<file path="src/rtl/btn_cmd_conditioner.sv">
// btn_cmd_conditioner
//   Synchronises and debounces NUM_BTN push buttons on a divided sample tick,
//   turns debounced rising edges into one-cycle press pulses, encodes each
//   press (lowest index wins) into a command and queues it in a small FIFO
//   drained through a valid/ready handshake.
//
//   Optional build macro: BTN_AUTOREPEAT_EN
//     When defined, a held button re-issues a press REPEAT_DELAY ticks after
//     its rising edge and then every REPEAT_RATE ticks.
//
// Ports
//   ClkPort      in   system clock
//   rst          in   asynchronous active-high reset
//   btn_raw      in   [NUM_BTN] raw asynchronous button levels
//   tick         out  one-cycle sample strobe (every 2^DIV_BITS clocks)
//   btn_level    out  [NUM_BTN] debounced levels
//   btn_press    out  [NUM_BTN] one-cycle pulse per debounced 0->1 edge
//   cmd_data     out  [CMD_W] FIFO head (button index), 0 while empty
//   cmd_valid    out  FIFO non-empty
//   cmd_ready    in   consumer accepts the head this cycle
//   cmd_overflow out  sticky: a command was dropped on a full FIFO
module btn_cmd_conditioner #(
  parameter int unsigned NUM_BTN      = 5,
  parameter int unsigned CMD_W        = 3,
  parameter int unsigned DIV_BITS     = 20,
  parameter int unsigned DEB_COUNT    = 4,
  parameter int unsigned FIFO_DEPTH   = 4,
  parameter int unsigned REPEAT_DELAY = 32,
  parameter int unsigned REPEAT_RATE  = 8
) (
  input  logic               ClkPort,
  input  logic               rst,
  input  logic [NUM_BTN-1:0] btn_raw,
  output logic               tick,
  output logic [NUM_BTN-1:0] btn_level,
  output logic [NUM_BTN-1:0] btn_press,
  output logic [CMD_W-1:0]   cmd_data,
  output logic               cmd_valid,
  input  logic               cmd_ready,
  output logic               cmd_overflow
);

  localparam int unsigned DEB_W = (DEB_COUNT > 1) ? $clog2(DEB_COUNT) : 1;
  localparam int unsigned AW    = (FIFO_DEPTH > 1) ? $clog2(FIFO_DEPTH) : 1;
  localparam logic [DEB_W-1:0] DEB_MAX   = DEB_W'(DEB_COUNT - 1);
  localparam logic [AW:0]      FIFO_FULL = (AW+1)'(FIFO_DEPTH);

  // Elaboration-time parameter sanity checks
  if ((2 ** CMD_W) < NUM_BTN) begin : g_chk_cmd_w
    $error("CMD_W too narrow for NUM_BTN");
  end
  if (FIFO_DEPTH < 2 || (FIFO_DEPTH & (FIFO_DEPTH - 1)) != 0) begin : g_chk_depth
    $error("FIFO_DEPTH must be a power of two >= 2");
  end
  if (DEB_COUNT < 1 || REPEAT_DELAY < 1 || REPEAT_RATE < 1) begin : g_chk_counts
    $error("DEB_COUNT, REPEAT_DELAY and REPEAT_RATE must be >= 1");
  end

  logic [NUM_BTN-1:0]             r_sync1;
  logic [NUM_BTN-1:0]             r_sync2;
  logic [DIV_BITS-1:0]            r_div;
  logic                           w_tick;
  logic [NUM_BTN-1:0][DEB_W-1:0]  r_deb_cnt;
  logic [NUM_BTN-1:0]             r_level;
  logic [NUM_BTN-1:0]             r_level_q;
  logic [NUM_BTN-1:0]             r_press;
  logic [NUM_BTN-1:0]             w_rep_fire;
  logic                           w_push;
  logic [CMD_W-1:0]               w_enc;
  logic [CMD_W-1:0]               r_mem [FIFO_DEPTH];
  logic [AW-1:0]                  r_wptr;
  logic [AW-1:0]                  r_rptr;
  logic [AW:0]                    r_count;
  logic                           w_valid;
  logic                           w_full;
  logic                           w_pop;
  logic                           w_push_ok;
  logic                           w_drop;
  logic                           r_overflow;

  // Two-flop synchroniser
  always_ff @(posedge ClkPort or posedge rst) begin
    if (rst) begin
      r_sync1 <= '0;
      r_sync2 <= '0;
    end else begin
      r_sync1 <= btn_raw;
      r_sync2 <= r_sync1;
    end
  end

  // Free-running sample divider; tick on the all-ones count
  always_ff @(posedge ClkPort or posedge rst) begin
    if (rst) r_div <= '0;
    else     r_div <= r_div + DIV_BITS'(1);
  end

  assign w_tick = &r_div;

  // Debounce: DEB_COUNT consecutive differing samples flip the level
  always_ff @(posedge ClkPort or posedge rst) begin
    if (rst) begin
      r_deb_cnt <= '0;
      r_level   <= '0;
    end else if (w_tick) begin
      for (int unsigned i = 0; i < NUM_BTN; i++) begin
        if (r_sync2[i] == r_level[i]) begin
          r_deb_cnt[i] <= '0;
        end else if (r_deb_cnt[i] == DEB_MAX) begin
          r_level[i]   <= ~r_level[i];
          r_deb_cnt[i] <= '0;
        end else begin
          r_deb_cnt[i] <= r_deb_cnt[i] + DEB_W'(1);
        end
      end
    end
  end

`ifdef BTN_AUTOREPEAT_EN
  localparam int unsigned REP_MAX = (REPEAT_DELAY > REPEAT_RATE) ? REPEAT_DELAY : REPEAT_RATE;
  localparam int unsigned REP_W   = (REP_MAX > 1) ? $clog2(REP_MAX) : 1;
  localparam logic [REP_W-1:0] REP_DLY_END  = REP_W'(REPEAT_DELAY - 1);
  localparam logic [REP_W-1:0] REP_RATE_END = REP_W'(REPEAT_RATE - 1);

  logic [NUM_BTN-1:0][REP_W-1:0] r_rep_cnt;
  logic [NUM_BTN-1:0]            r_rep_run;  // 0: initial delay, 1: repeating

  always_comb begin
    w_rep_fire = '0;
    for (int unsigned i = 0; i < NUM_BTN; i++) begin
      w_rep_fire[i] = w_tick & r_level[i] &
                      (r_rep_run[i] ? (r_rep_cnt[i] == REP_RATE_END)
                                    : (r_rep_cnt[i] == REP_DLY_END));
    end
  end

  always_ff @(posedge ClkPort or posedge rst) begin
    if (rst) begin
      r_rep_cnt <= '0;
      r_rep_run <= '0;
    end else begin
      for (int unsigned i = 0; i < NUM_BTN; i++) begin
        if (!r_level[i]) begin
          r_rep_cnt[i] <= '0;
          r_rep_run[i] <= 1'b0;
        end else if (w_rep_fire[i]) begin
          r_rep_cnt[i] <= '0;
          r_rep_run[i] <= 1'b1;
        end else if (w_tick) begin
          r_rep_cnt[i] <= r_rep_cnt[i] + REP_W'(1);
        end
      end
    end
  end
`else
  assign w_rep_fire = '0;
`endif

  // Press pulse lands the cycle after the debounced level rises
  always_ff @(posedge ClkPort or posedge rst) begin
    if (rst) begin
      r_level_q <= '0;
      r_press   <= '0;
    end else begin
      r_level_q <= r_level;
      r_press   <= (r_level & ~r_level_q) | w_rep_fire;
    end
  end

  // Lowest set press index wins; the rest are dropped silently
  always_comb begin
    w_push = 1'b0;
    w_enc  = '0;
    for (int unsigned i = 0; i < NUM_BTN; i++) begin
      if (r_press[i] && !w_push) begin
        w_push = 1'b1;
        w_enc  = CMD_W'(i);
      end
    end
  end

  assign w_valid   = (r_count != '0);
  assign w_full    = (r_count == FIFO_FULL);
  assign w_pop     = w_valid & cmd_ready;
  // A full FIFO still accepts a push when the head leaves in the same cycle
  assign w_push_ok = w_push & (~w_full | w_pop);
  assign w_drop    = w_push & w_full & ~w_pop;

  always_ff @(posedge ClkPort) begin
    if (w_push_ok) r_mem[r_wptr] <= w_enc;
  end

  always_ff @(posedge ClkPort or posedge rst) begin
    if (rst) begin
      r_wptr  <= '0;
      r_rptr  <= '0;
      r_count <= '0;
    end else begin
      if (w_push_ok) r_wptr <= r_wptr + AW'(1);
      if (w_pop)     r_rptr <= r_rptr + AW'(1);
      case ({w_push_ok, w_pop})
        2'b10:   r_count <= r_count + (AW+1)'(1);
        2'b01:   r_count <= r_count - (AW+1)'(1);
        default: r_count <= r_count;
      endcase
    end
  end

  always_ff @(posedge ClkPort or posedge rst) begin
    if (rst) r_overflow <= 1'b0;
    else     r_overflow <= r_overflow | w_drop;
  end

  assign tick         = w_tick;
  assign btn_level    = r_level;
  assign btn_press    = r_press;
  assign cmd_valid    = w_valid;
  assign cmd_data     = w_valid ? r_mem[r_rptr] : '0;
  assign cmd_overflow = r_overflow;

endmodule

</file>
<file path="config.mk">
export PLATFORM = sky130hd
export DESIGN_NAME = btn_cmd_conditioner
export DESIGN_NICKNAME = d
export VERILOG_FILES = /design/src/rtl/btn_cmd_conditioner.sv
export SDC_FILE = /design/constraint.sdc
export NUM_CORES = 1
export LEC_CHECK = 0
export ABC_AREA = 1
export BUFFER_PORTS_ARGS = -buffer_cell sky130_fd_sc_hd__buf_2
export CORE_MARGIN = 3
export CORE_UTILIZATION = 31
export DETAILED_ROUTE_END_ITERATION = 12
export PLACE_DENSITY = 0.45
export SYNTH_ARGS = -nofsm -noshare
export SYNTH_HDL_FRONTEND = slang
export SYNTH_SLANG_ARGS = --single-unit
</file>
<file path="constraint.sdc">
create_clock -name ClkPort -period 2.15 [get_ports ClkPort]
set_clock_uncertainty 0.2 [all_clocks]
set_input_delay 0.3225 -clock ClkPort [delete_from_list [all_inputs] [get_ports ClkPort]]
set_output_delay 0.3225 -clock ClkPort [all_outputs]
set_load 0.01 [all_outputs]
</file>
==> impl_metrics.toml, run 1 <==
[status]
status = "complete, no violations"

[die]
die_h_um = 113
fp.coreArea_um2 = 11000
io_pins = 24
initial_core_util = 0.324
die_area_um2 = 12800
die_x_um = 113
row_count = 38

[critical_path]
r2r_start = "r_count[1]"
crit_type = "flop to output port"
arrival_ns = 1.54
timing.rr.end = "r_count[2]"
crit_path_max_fanout = 3
r2r_cells = 11
ff2ff_setup_slack_ns = 0.19
worstSetupStartpointType = "flop"
crit_path_end_kind = "output port"
cp.required_ns = 1.63

[grt]
overflow = 0
grt_pass1_wl_um = 12200
antenna_found_initial = 0
grt_pass1_vias = 2606
grt_usage = 0.122
grt_max_degree = 43

[synth]
synthMuxAreaShare = 0
yosys.area_share.simple = 0.300
netlist_instances = 398
synth_adder_area_share = 0.0406
yosysWarnings = 0
synthesis.nets = 417
avgSynthCellArea_um2 = 8.97
synth_xor_xnor_area_share = 0.0417
ys_seq_area_frac = 0.542
synth_compound_area_frac = 0.0203
synth-seq-cells = 75
synth_top_family_by_area = "simple AND/OR/NAND/NOR gates"
syn-cell-area_um2 = 3570
synth_cell_types = 29

[route]
wl_per_cell_um = 12.2
vias = 2619
detail-route-antenna-nets = 0
first_pass_iters = 6
vias_per_cell = 4.45
drt_iter0_drc = 80
wl_um = 7190
drc = 0

[clock_network]
cts-buffers-inserted = 9
cts.sinks = 75
clk_latency_ns = 0.33
root_buffer = "clkbuf_16"
htreeDepth = 3
clk_pin_slew_ns = 0.06
clk_path_buf_depth = 2
cts_tree = "done"

[power_and_ir_drop]
vdd_drop_max_uv = 495
p_leak_nw = 2.20
power_density_nw_per_um2 = 703

[place]
globalplace.congestion = 0.774
place_area_um2 = 3890
dp_slack_ns = 0.198
portBuffers = 23
hpwl_um = 5220
dp.cells = 562

[timing]
setup_slack_ns = 0.0907
relSlewSlack = 0.671
period_needed_ns = 2.06
setup-violations-final = 0
hold_violations = 0
rsz0062_at_grt = "true"
worst_pin_slew_ns = 0.493
drv_slew = 0
fmax_mhz = 486
fin_crit_sh = 0.958

[hold_path]
min_path_type = "flop to flop"
hold_end = "r_sync2[1]"
min_path_cells = 0
hold_start = "r_sync1[1]"

[final_layout]
stdcell_area_um2 = 4300
n_antenna_cell = 0
seq_area_um2 = 1940
multi_input_area_um2 = 1450
nets = 463
stdcell_count = 589
drive_gt1_frac = 0.171
mostFrequentLayoutCells = "nand2_1 (104), dfrtp_1 (63), nor2_1 (57), inv_1 (40), nand3_1 (26)"
fillCellCount = 1114
mostFrequentLayoutCell = "nand2_1"
area_growth_pct = 20.5

[flow_run]
maxCapViolations = 0
## per-stage QoR
stage	TNS [ns]	total power, mW	utilization	hold slack, ns
2_1_floorplan	0	1.51	-	0.131
3_3_place_gp	0	1.53	0.352	0.134
5_1_grt	-0.0648	3.15	0.390	0.151
6_report	0	3.02	0.390	0.146
4_1_cts	0	3.08	0.388	0.126
3_5_place_dp	0	1.53	0.352	0.136
## final cells by class
class                   count  area share
repair buffers             39      0.0611
well taps                 140      0.0407
clock inverters             4      0.0116
flip-flops and latches     75       0.450
inverters                  46      0.0401
clock buffers              12      0.0596
multi-input cells         273       0.337
## flip-flops by register name (all words and copies together), names as in the netlist
register / cells
btn_press: 5
r_rptr: 2
r_sync2: 5
r_wptr: 2
r_count: 3
cmd_overflow: 1
r_deb_cnt: 10
r_sync1: 5
r_level_q: 5
r_div: 20
r_mem: 12
btn_level: 5
## cells by family after synthesis
group	after synthesis
and+or+nand+nor	231
DFF	75
buffers and inverters	50
xor gates and xnor gates	17
AOI/OAI and AO/OA	14
adders and majority gates	11
## how the worst max path moves through the flow
stage | from | end
final | r_div[8] | tick
after global routing | r_div[0] | tick
after CTS | r_div[0] | tick
after detailed placement | r_count[0] | r_count[2]
after global placement | r_count[0] | r_count[2]
after floorplan | rst | btn_level[0]
## power by group
group	total [mW]	internal, mW	leakage [nW]	switching [mW]
logic	0.0593	0.0223	1.08	0.0370
registers	1.45	1.45	0.972	0.00475
clock network	1.51	0.959	0.145	0.552
total	3.02	2.43	2.20	0.594
## cells in the mapped netlist
cell | count | area [µm²]
fa_1 | 1 | 20.0
nor2_2 | 3 | 18.8
edfxtp_1 | 12 | 360
nor3_1 | 3 | 15.0
dfrtp_1 | 63 | 1580
clkbuf_1 | 2 | 7.51
xor2_1 | 10 | 87.6
ha_1 | 10 | 125
nand3b_1 | 5 | 37.5
buf_6 | 1 | 11.3
nor3b_1 | 4 | 30.0
nor3_2 | 2 | 20.0
nor2_1 | 58 | 218
nand2_1 | 106 | 398
a21oi_1 | 6 | 30.0
xnor2_1 | 7 | 61.3
o21ai_1 | 1 | 5.00
buf_2 | 1 | 5.00
inv_2 | 5 | 18.8
nor2_4 | 4 | 45.0
nand2_4 | 2 | 22.5
nand3_1 | 26 | 130
nor2_8 | 1 | 20.0
o21bai_1 | 1 | 7.51
inv_1 | 41 | 154
nand4_1 | 10 | 62.6
nand2_2 | 6 | 37.5
nor3_4 | 1 | 16.3
o21ai_0 | 6 | 30.0
## worst max-delay path: stages (launching register included)
cell and delay [ns]:
dfrtp_1 0.40, nand2_2 0.14, inv_2 0.10, nand2_1 0.07
nor3_2 0.19, nand3_1 0.09, nor2_1 0.09, buf_2 0.13
## layer usage
metal,wire (µm),GRT usage
met4,69,0.0264
met1,3430,0.148
met2,3450,0.207
met5,0,0
met3,233,0.0449
## timing repair
action,in CTS,in global routing
hold endpoints to repair,26,0
hold buffers,6,0
setup buffers,3,2
endpoints found under the setup margin,1,2
pin swaps,2,2
cloned,0,0
resized for setup,1,3
Power figures use the tool's default switching activity.
==> run 2, diff against run 1 <==
CORE_UTILIZATION = 54   (was 31)
PLACE_DENSITY = 0.72   (was 0.45)
==> impl_metrics.toml, run 2 (synthesis gave the netlist of run 1 again) <==
[status]
status = "finished with violations"
violations = "negative setup slack"

[critical_path]
cp.required_ns = 1.63
cp_slowest_cell = "dfrtp_1"
worstSetupStartpointType = "flop"
crit_path_max_fanout = 2
cp_cell_sequence = "ha_2 > inv_2 > nor2_4 > nand2_2 > nor3_4 > nand3_1 > nor2_1 > buf_2"
critPathMaxStageDelay_ns = 0.37
crit_path_end_kind = "output port"
crit_type = "flop to output port"
arrival_ns = 1.63

[route]
wl_um = 6720
drt_iter0_drc = 117
vias_per_cell = 5.08
detail-route-antenna-nets = 0
wl_per_cell_um = 12.7
drc = 0
first_pass_iters = 4
vias = 2685

[grt]
overflow = 0
antenna_found_initial = 0
grt_pass1_vias = 2687
grt_pass1_wl_um = 11800
grt_max_degree = 34
grt_usage = 0.200

[timing]
setup_tns_ns = -0.00169
fin_crit_sh = 1.00
drv_slew = 0
setup-violations-final = 1
period_needed_ns = 2.15
rsz0062_at_grt = "true"
worst_pin_slew_ns = 0.396
relSlewSlack = 0.734
setup_slack_ns = -0.00169
fmax_mhz = 465
hold_violations = 0

[place]
hpwl_um = 4850
portBuffers = 23
dp.cells = 500
globalplace.congestion = 0.832

[clock_network]
htreeDepth = 3
clk_pin_slew_ns = 0.07
clk_latency_ns = 0.35
cts.sinks = 75
cts_tree = "done"
cts-buffers-inserted = 9
root_buffer = "clkbuf_8"
clk_path_buf_depth = 2

[power_and_ir_drop]
power_density_nw_per_um2 = 601
vdd_drop_max_uv = 475
p_leak_nw = 2.20

[die]
die_area_um2 = 7620
fp.coreArea_um2 = 6390
row_count = 29
initial_core_util = 0.559
die_x_um = 87.3
io_pins = 24
die_h_um = 87.3

[final_layout]
final_util = 0.647
n_antenna_cell = 0
biggestRegsByFlops = "r_div (20), r_mem (12), r_deb_cnt (10)"
multi_input_area_um2 = 1460
seq_area_um2 = 1940
largest_register_ff_count = 20
regMostFlops = "r_div"
drive_gt1_frac = 0.181
fillCellCount = 520
nets = 466
area_growth_pct = 15.7
mostFrequentLayoutCell = "nand2_1"
stdcell_count = 529
mostFrequentLayoutCells = "nand2_1 (104), dfrtp_1 (62), nor2_1 (57), inv_1 (40), nand3_1 (26)"

[flow_run]
maxCapViolations = 0

[hold_path]
min_path_type = "input port to flop"
[run 2: worst paths after layout]
kind | startpoint | slack (ns) | end | depth (start not counted)
worst min register to register | r_sync1[2] | 0.15 | r_sync2[2] | 0
worst max register to register | r_count[1] | 0.22 | r_count[2] | 11
worst max-delay path | r_div[1] | -0.002 | tick | 8
worst min-delay path | cmd_ready | 0.10 | cmd_overflow | 4
min in group asynchronous | rst | 0.29 | r_rptr[1] | 3
max in group asynchronous | rst | 0.90 | r_deb_cnt[5] | 4
[run 2: worst max-delay path, delay by kind of cell (launching register included)]
kind	cells	cell delay [ns]
fa+ha+maj	1	0.20
buf+inv	2	0.17
flops	1	0.37
simple gates	5	0.52
[run 2: area by class of cell]
cell class                      count  share of cell area
Sequential cell                    75               0.469
Multi-Input combinational cell    273               0.353
Timing Repair Buffer               42              0.0691
Inverter                           46              0.0418
Clock buffer                       11              0.0367
Tap cell                           77              0.0233
Clock inverter                      5             0.00666
[run 2: timing repair]
| action | in CTS | in global routing |
|---|---|---|
| pin swaps | 4 | 5 |
| gates cloned | 0 | 0 |
| setup buffers | 5 | 2 |
| setup endpoints to repair | 1 | 2 |
| gates resized for setup | 3 | 4 |
| endpoints found under the hold margin | 19 | 0 |
| hold buffers | 6 | 0 |
[run 2: per-layer routing]
layer	global-route usage	vias up	routed length, µm
li1	-	1351	-
met1	0.251	1276	3010
met4	0.100	0	143
met5	0	-	0
met2	0.328	47	3290
met3	0.0397	11	271
[run 2: metrics by stage]
stage	hold slack, ns	total power [mW]	area [µm²]	setup WS [ns]
after floorplan	0.131	1.51	3570	0.0578
after global placement	0.127	1.53	3820	0.245
after global routing	0.150	2.57	4130	-0.0870
after detailed placement	0.136	1.53	3820	0.154
final	0.100	2.48	4130	-0.00169
after CTS	0.100	2.51	4100	-0.0358
[run 2: report_power, final]
group / leakage (nW) / total (mW) / switching, mW / internal (mW)
clock network: 0.0949 / 0.970 / 0.497 / 0.473
logic: 1.13 / 0.0606 / 0.0371 / 0.0235
registers: 0.970 / 1.45 / 0.00488 / 1.45
total: 2.20 / 2.48 / 0.539 / 1.94
